**config.mk**
```make
export PLATFORM = sky130hd
export DESIGN_NAME = ps2_rx
export DESIGN_NICKNAME = d
export VERILOG_FILES = /design/src/rtl/ps2_rx.sv
export SDC_FILE = /design/constraint.sdc
export NUM_CORES = 1
export LEC_CHECK = 0
export BUFFER_PORTS_ARGS = -buffer_cell sky130_fd_sc_hd__buf_2
export CAP_MARGIN = 20
export CORE_MARGIN = 3
export CORE_UTILIZATION = 55
export CTS_CLUSTER_SIZE = 8
export DETAILED_ROUTE_END_ITERATION = 7
export GPL_TIMING_DRIVEN = 0
export PLACE_DENSITY = 0.8
export SLEW_MARGIN = 25
export SYNTH_ARGS = -nofsm -noshare
export SYNTH_HDL_FRONTEND = slang
export SYNTH_SLANG_ARGS = --single-unit
```
**constraint.sdc**
```tcl
create_clock -name clk -period 2.2 [get_ports clk]
set_clock_uncertainty 0.05 [all_clocks]
set_input_delay 0.66 -clock clk [delete_from_list [all_inputs] [get_ports clk]]
set_output_delay 0.66 -clock clk [all_outputs]
set_load 0.03 [all_outputs]
```
**src/rtl/ps2_rx.sv**
```systemverilog
// PS/2 device-to-host frame receiver: filtered clock, 11-bit deserialiser,
// parity/stop checking and an inter-edge watchdog. Listens only.
module ps2_rx #(
    parameter int FILTER_LEN = 8,
    parameter int TIMEOUT    = 20000,
    parameter int TO_W       = 15
) (
    input  logic       clk,
    input  logic       reset,
    input  logic       rx_en,
    input  logic       ps2d,
    input  logic       ps2c,
    output logic       rx_idle,
    output logic       rx_done_tick,
    output logic [7:0] dout,
    output logic       parity_err,
    output logic       frame_err,
    output logic       timeout_tick
);

    typedef enum logic [1:0] {
        S_IDLE,
        S_DPS,
        S_LOAD
    } state_t;

    state_t                  state;
    logic [1:0]              d_sync;
    logic                    d_s;
    logic [FILTER_LEN-1:0]   filter_reg;
    logic                    f_ps2c_reg;
    logic                    f_ps2c_next;
    logic                    fall_edge;
    logic [3:0]              n;
    logic [10:0]             b;
    logic [10:0]             b_next;
    logic [TO_W-1:0]         to_cnt;

    assign d_s = d_sync[1];

    // The level only flips after FILTER_LEN identical samples, so short
    // glitches on the open-collector clock never produce an edge.
    always_comb begin
        f_ps2c_next = f_ps2c_reg;
        if (&filter_reg)
            f_ps2c_next = 1'b1;
        else if (~|filter_reg)
            f_ps2c_next = 1'b0;
    end

    assign fall_edge = f_ps2c_reg & ~f_ps2c_next;
    assign b_next    = {d_s, b[10:1]};

    always_ff @(posedge clk) begin
        if (reset) begin
            d_sync     <= 2'b11;
            filter_reg <= '1;
            f_ps2c_reg <= 1'b1;
        end else begin
            d_sync     <= {d_sync[0], ps2d};
            filter_reg <= {ps2c, filter_reg[FILTER_LEN-1:1]};
            f_ps2c_reg <= f_ps2c_next;
        end
    end

    always_ff @(posedge clk) begin
        if (reset) begin
            state        <= S_IDLE;
            rx_idle      <= 1'b1;
            rx_done_tick <= 1'b0;
            timeout_tick <= 1'b0;
            dout         <= 8'h00;
            parity_err   <= 1'b0;
            frame_err    <= 1'b0;
            n            <= 4'd0;
            b            <= 11'd0;
            to_cnt       <= '0;
        end else begin
            rx_done_tick <= 1'b0;
            timeout_tick <= 1'b0;
            unique case (state)
                S_IDLE: begin
                    if (fall_edge && rx_en && !d_s) begin
                        b       <= b_next;
                        n       <= 4'd9;
                        to_cnt  <= '0;
                        state   <= S_DPS;
                        rx_idle <= 1'b0;
                    end
                end
                S_DPS: begin
                    if (!rx_en) begin
                        state   <= S_IDLE;
                        rx_idle <= 1'b1;
                    end else if (fall_edge) begin
                        b      <= b_next;
                        to_cnt <= '0;
                        if (n == 4'd0) begin
                            state        <= S_LOAD;
                            rx_done_tick <= 1'b1;
                            dout         <= b_next[8:1];
                            parity_err   <= ~^b_next[9:1];
                            frame_err    <= ~b_next[10];
                        end else begin
                            n <= n - 4'd1;
                        end
                    end else if (to_cnt == TO_W'(TIMEOUT - 1)) begin
                        state        <= S_IDLE;
                        rx_idle      <= 1'b1;
                        timeout_tick <= 1'b1;
                    end else begin
                        to_cnt <= to_cnt + 1'b1;
                    end
                end
                S_LOAD: begin
                    state   <= S_IDLE;
                    rx_idle <= 1'b1;
                end
                default: begin
                    state   <= S_IDLE;
                    rx_idle <= 1'b1;
                end
            endcase
        end
    end

endmodule

```
==> impl_metrics.env <==
export IMPL_maxSlewHeadroom=0.5781
export IMPL_fin_util=0.6583
export IMPL_first_pass_iters=4
export IMPL_switchingPower_mw=0.3629
export IMPL_endpoint="to_cnt[9]$_SDFFE_PP0P_"
export IMPL_hold_path_class="reg -> reg"
export IMPL_die_w_um=72.14
export IMPL_p_int_mw=1.331
export IMPL_min_period_ns=2.075
export IMPL_grt_first_pass_wirelength_um=8556
export IMPL_drc_errors=0
export IMPL_crit_start="filter_reg[6]$_SDFF_PP1_"
export IMPL_dp_slack_ns=-0.1669
export IMPL_fin_crit_sh=0.9433
export IMPL_place_inst=331
export IMPL_setup_violations=0
export IMPL_clock_latency_ns=0.31
export IMPL_comb_power_share=0.020
export IMPL_largest_reg_flops=15
export IMPL_crit_top_cell="buf_6"
export IMPL_max_vdd_ir_drop_uv=413.4
export IMPL_finalHoldViolCount=0
export IMPL_power_frac_seq=0.582
export IMPL_status="finished, final reports clean"
export IMPL_crit_arrival_ns=2.27
export IMPL_place_detailed_hpwl_um=3323
export IMPL_crit_chain="nor4_4, and3_1, buf_6, a32oi_2, buf_6, or4b_1, a21oi_1"
export IMPL_cp_end_kind="register"
export IMPL_routed_wl_um=4945
export IMPL_ant_nets=0
export IMPL_io_buffers=16
export IMPL_r2r_setup_slack_ns=0.12
export IMPL_row_count=23
export IMPL_track_usage=0.2027
export IMPL_grt_pass1_vias=1871
export IMPL_crit_type="reg -> reg"
export IMPL_numCtsBuffers=5
export IMPL_power_frac_clock=0.398
export IMPL_maxCapViolCount=0
export IMPL_tightest_slew_ns=0.6280
export IMPL_path_max_fanout=10
export IMPL_h_tree_depth=2
export IMPL_dieArea_sq_um=5204
export IMPL_numClockSinks=54
export IMPL_power_density_nw_per_um2=625.4
export IMPL_antenna_found_initial=0
export IMPL_regMostFlops="to_cnt"
export IMPL_reg2reg_from="filter_reg[6]$_SDFF_PP1_"
export IMPL_syn_num_nets=273
export IMPL_layout_setup_ws_ns=0.1247
export IMPL_critPathMaxStageDelay_ns=0.49
export IMPL_grt_overflow=0
export IMPL_place_gp_congestion=0.7728
export IMPL_start_util=0.5847
export IMPL_grt_max_degree=18
export IMPL_leakage_nw=0.9716
export IMPL_yosysTopAreaCellShare=0.4493
export IMPL_reg2reg_to="to_cnt[9]$_SDFFE_PP0P_"
export IMPL_coreArea_sq_um=4115
export IMPL_antennaDiodeCount=0
export IMPL_p_sw_frac=0.2142
export IMPL_clkSlewWorstSetupHoldPaths_ns=0.10
export IMPL_synthCells=265
export IMPL_ys_seq_area_frac=0.4493
export IMPL_final_max_slew_viol_count=0
export IMPL_max_clock_freq_mhz=481.9
export IMPL_cts_max_path_buffers=2
export IMPL_cp_required_ns=2.39
export IMPL_synth_top_cell_by_area="dfxtp_1"
export IMPL_ys_warn_count=0
export IMPL_initialDrtViolationCount=117
export IMPL_cts_tree="built"
export IMPL_top_level_ports=18
export IMPL_synth_area_leaders="dfxtp_1, mux2i_1, nor2_1"
export IMPL_reg_largest_list="to_cnt x15, b x9"
export IMPL_vias_per_cell=5.768
export IMPL_stdcell_count=340
export IMPL_fin_nets=297
export IMPL_slowest_stage="or4b_1"
export IMPL_vias=1961
export IMPL_synth_cell_types=43
export IMPL_rr_worst_depth=7
export IMPL_n_fill_cell=354
export IMPL_die_h_um=72.14
export IMPL_ys_ff_latch=54
export IMPL_syn_area_sq_um=2406
export IMPL_area_delta_synth_final_pct=12.58
export IMPL_drive_gt1_frac=0.1759
export IMPL_wire_per_inst_um=14.54
export IMPL_syn_avg_cell_area_sq_um=9.079
export IMPL_cp_start_kind="register"
export IMPL_root_buffer="clkbuf_8"
==> stage by stage <==
step / hold WS [ns] / area, sq um / power, mW / setup TNS [ns]
after floorplan: 0.3395 / 2406 / 1.029 / 0
after global placement: 0.3427 / 2549 / 1.041 / -1.295
after detailed placement: 0.3455 / 2549 / 1.042 / -1.677
after CTS: 0.3667 / 2680 / 1.702 / 0
after global routing: 0.4168 / 2709 / 1.739 / -0.02709
final: 0.3700 / 2709 / 1.694 / 0
==> logic make-up (layout without fill, tap and decap cells) <==
logic type	count (synthesis)	in the layout	synth area share
compound gates	47	47	0.1264
xor+xnor	8	8	0.02912
fa+ha+maj	3	3	0.01560
buf+inv	19	44	0.03900
flops	54	54	0.4493
mux	18	18	0.07540
simple gates	116	116	0.2652
==> metal layers <==
layer	GRT usage	part of all wire	wire [um]
met1	0.2788	0.47	2340
met2	0.3195	0.48	2368
met5	0	0	0
met4	0.06681	0.012	57
met3	0.03878	0.036	177
==> cell usage after synthesis, drive strengths merged <==
cell type  instances
nand2b             5
dfxtp             54
and4               1
mux2               1
inv                6
o21ai             15
a32oi              1
or2               11
nor4b              1
a31oi              5
or3                4
buf                6
mux2i             17
xor2               2
nand4b             2
nor2              29
o31ai              3
xnor2              6
nor4               5
a211o              1
nor3               9
o32ai              3
or4                3
a21oi             11
o41ai              4
nand3b             2
clkbuf             7
a311o              1
nand2             14
nand4              7
ha                 3
a211oi             2
nand3              8
or4b               1
and2               2
and3               2
nor2b             10
a221oi             1
==> power by group through the flow <==
stage	Sequential, mW	Combinational (mW)	Clock, mW
global route	0.988	0.0379	0.714
finish	0.987	0.0338	0.674
CTS	0.986	0.0340	0.683
floorplan	1.01	0.0225	0
detailed placement	1.01	0.0336	0
global placement	1.01	0.0336	0
==> worst max-delay path: cells and delay by family, from the launching register on <==
kind | cells | cell delay [ns]
buffers and inverters | 2 | 0.30
DFF | 1 | 0.36
and+or+nand+nor | 3 | 1.08
AOI/OAI and AO/OA | 2 | 0.22
==> worst min path at each step <==
stage / startpoint / cells past startpoint / slack [ns] / endpoint
2_1_floorplan: d_sync[0]$_SDFF_PP1_ / 1 / 0.34 / d_sync[1]$_SDFF_PP1_
3_3_place_gp: d_sync[0]$_SDFF_PP1_ / 1 / 0.34 / d_sync[1]$_SDFF_PP1_
3_5_place_dp: d_sync[0]$_SDFF_PP1_ / 1 / 0.35 / d_sync[1]$_SDFF_PP1_
4_1_cts: d_sync[0]$_SDFF_PP1_ / 1 / 0.37 / d_sync[1]$_SDFF_PP1_
5_1_grt: d_sync[0]$_SDFF_PP1_ / 1 / 0.42 / d_sync[1]$_SDFF_PP1_
6_report: d_sync[0]$_SDFF_PP1_ / 1 / 0.37 / d_sync[1]$_SDFF_PP1_
==> final cells by class <==
type / count / area [sq um] / area share
tap: 50 / 62.56 / 0.02309
clock buffer: 5 / 68.82 / 0.02540
clock inverter: 3 / 45.04 / 0.01663
sequential: 54 / 1081 / 0.3991
inverter: 6 / 22.52 / 0.008314
buffer: 13 / 73.82 / 0.02725
multi-input combinational: 192 / 1267 / 0.4679
timing repair buffer: 17 / 87.58 / 0.03233
==> layout by cell type, fill, tap and decap left out, types with 3 or more instances in the layout <==
master / synthesis / final
nor2_1: 29 / 29
nand3_1: 8 / 8
a31oi_1: 5 / 5
nor4_1: 3 / 3
nand2_1: 13 / 13
mux2i_1: 17 / 17
o21ai_0: 15 / 15
nor2b_1: 10 / 10
o31ai_1: 3 / 3
o41ai_1: 4 / 4
inv_1: 6 / 6
nor3_1: 9 / 7
o32ai_1: 3 / 3
clkbuf_8: 0 / 5
nand4_1: 7 / 7
buf_2: 3 / 18
or2_2: 11 / 11
dfxtp_1: 54 / 54
or3_1: 4 / 4
clkbuf_1: 7 / 6
xnor2_1: 6 / 6
a21oi_1: 11 / 11
or4_1: 3 / 3
nand2b_1: 5 / 5
==> repair_timing <==
action,4_1_cts,5_1_grt
hold endpoints to repair,0,0
pin swaps,1,2
buffers inserted,1,0
gates resized for setup,2,6
endpoints found under the setup margin,11,20
hold buffers,0,0
Note: power is estimated with default switching activity, not from simulation.
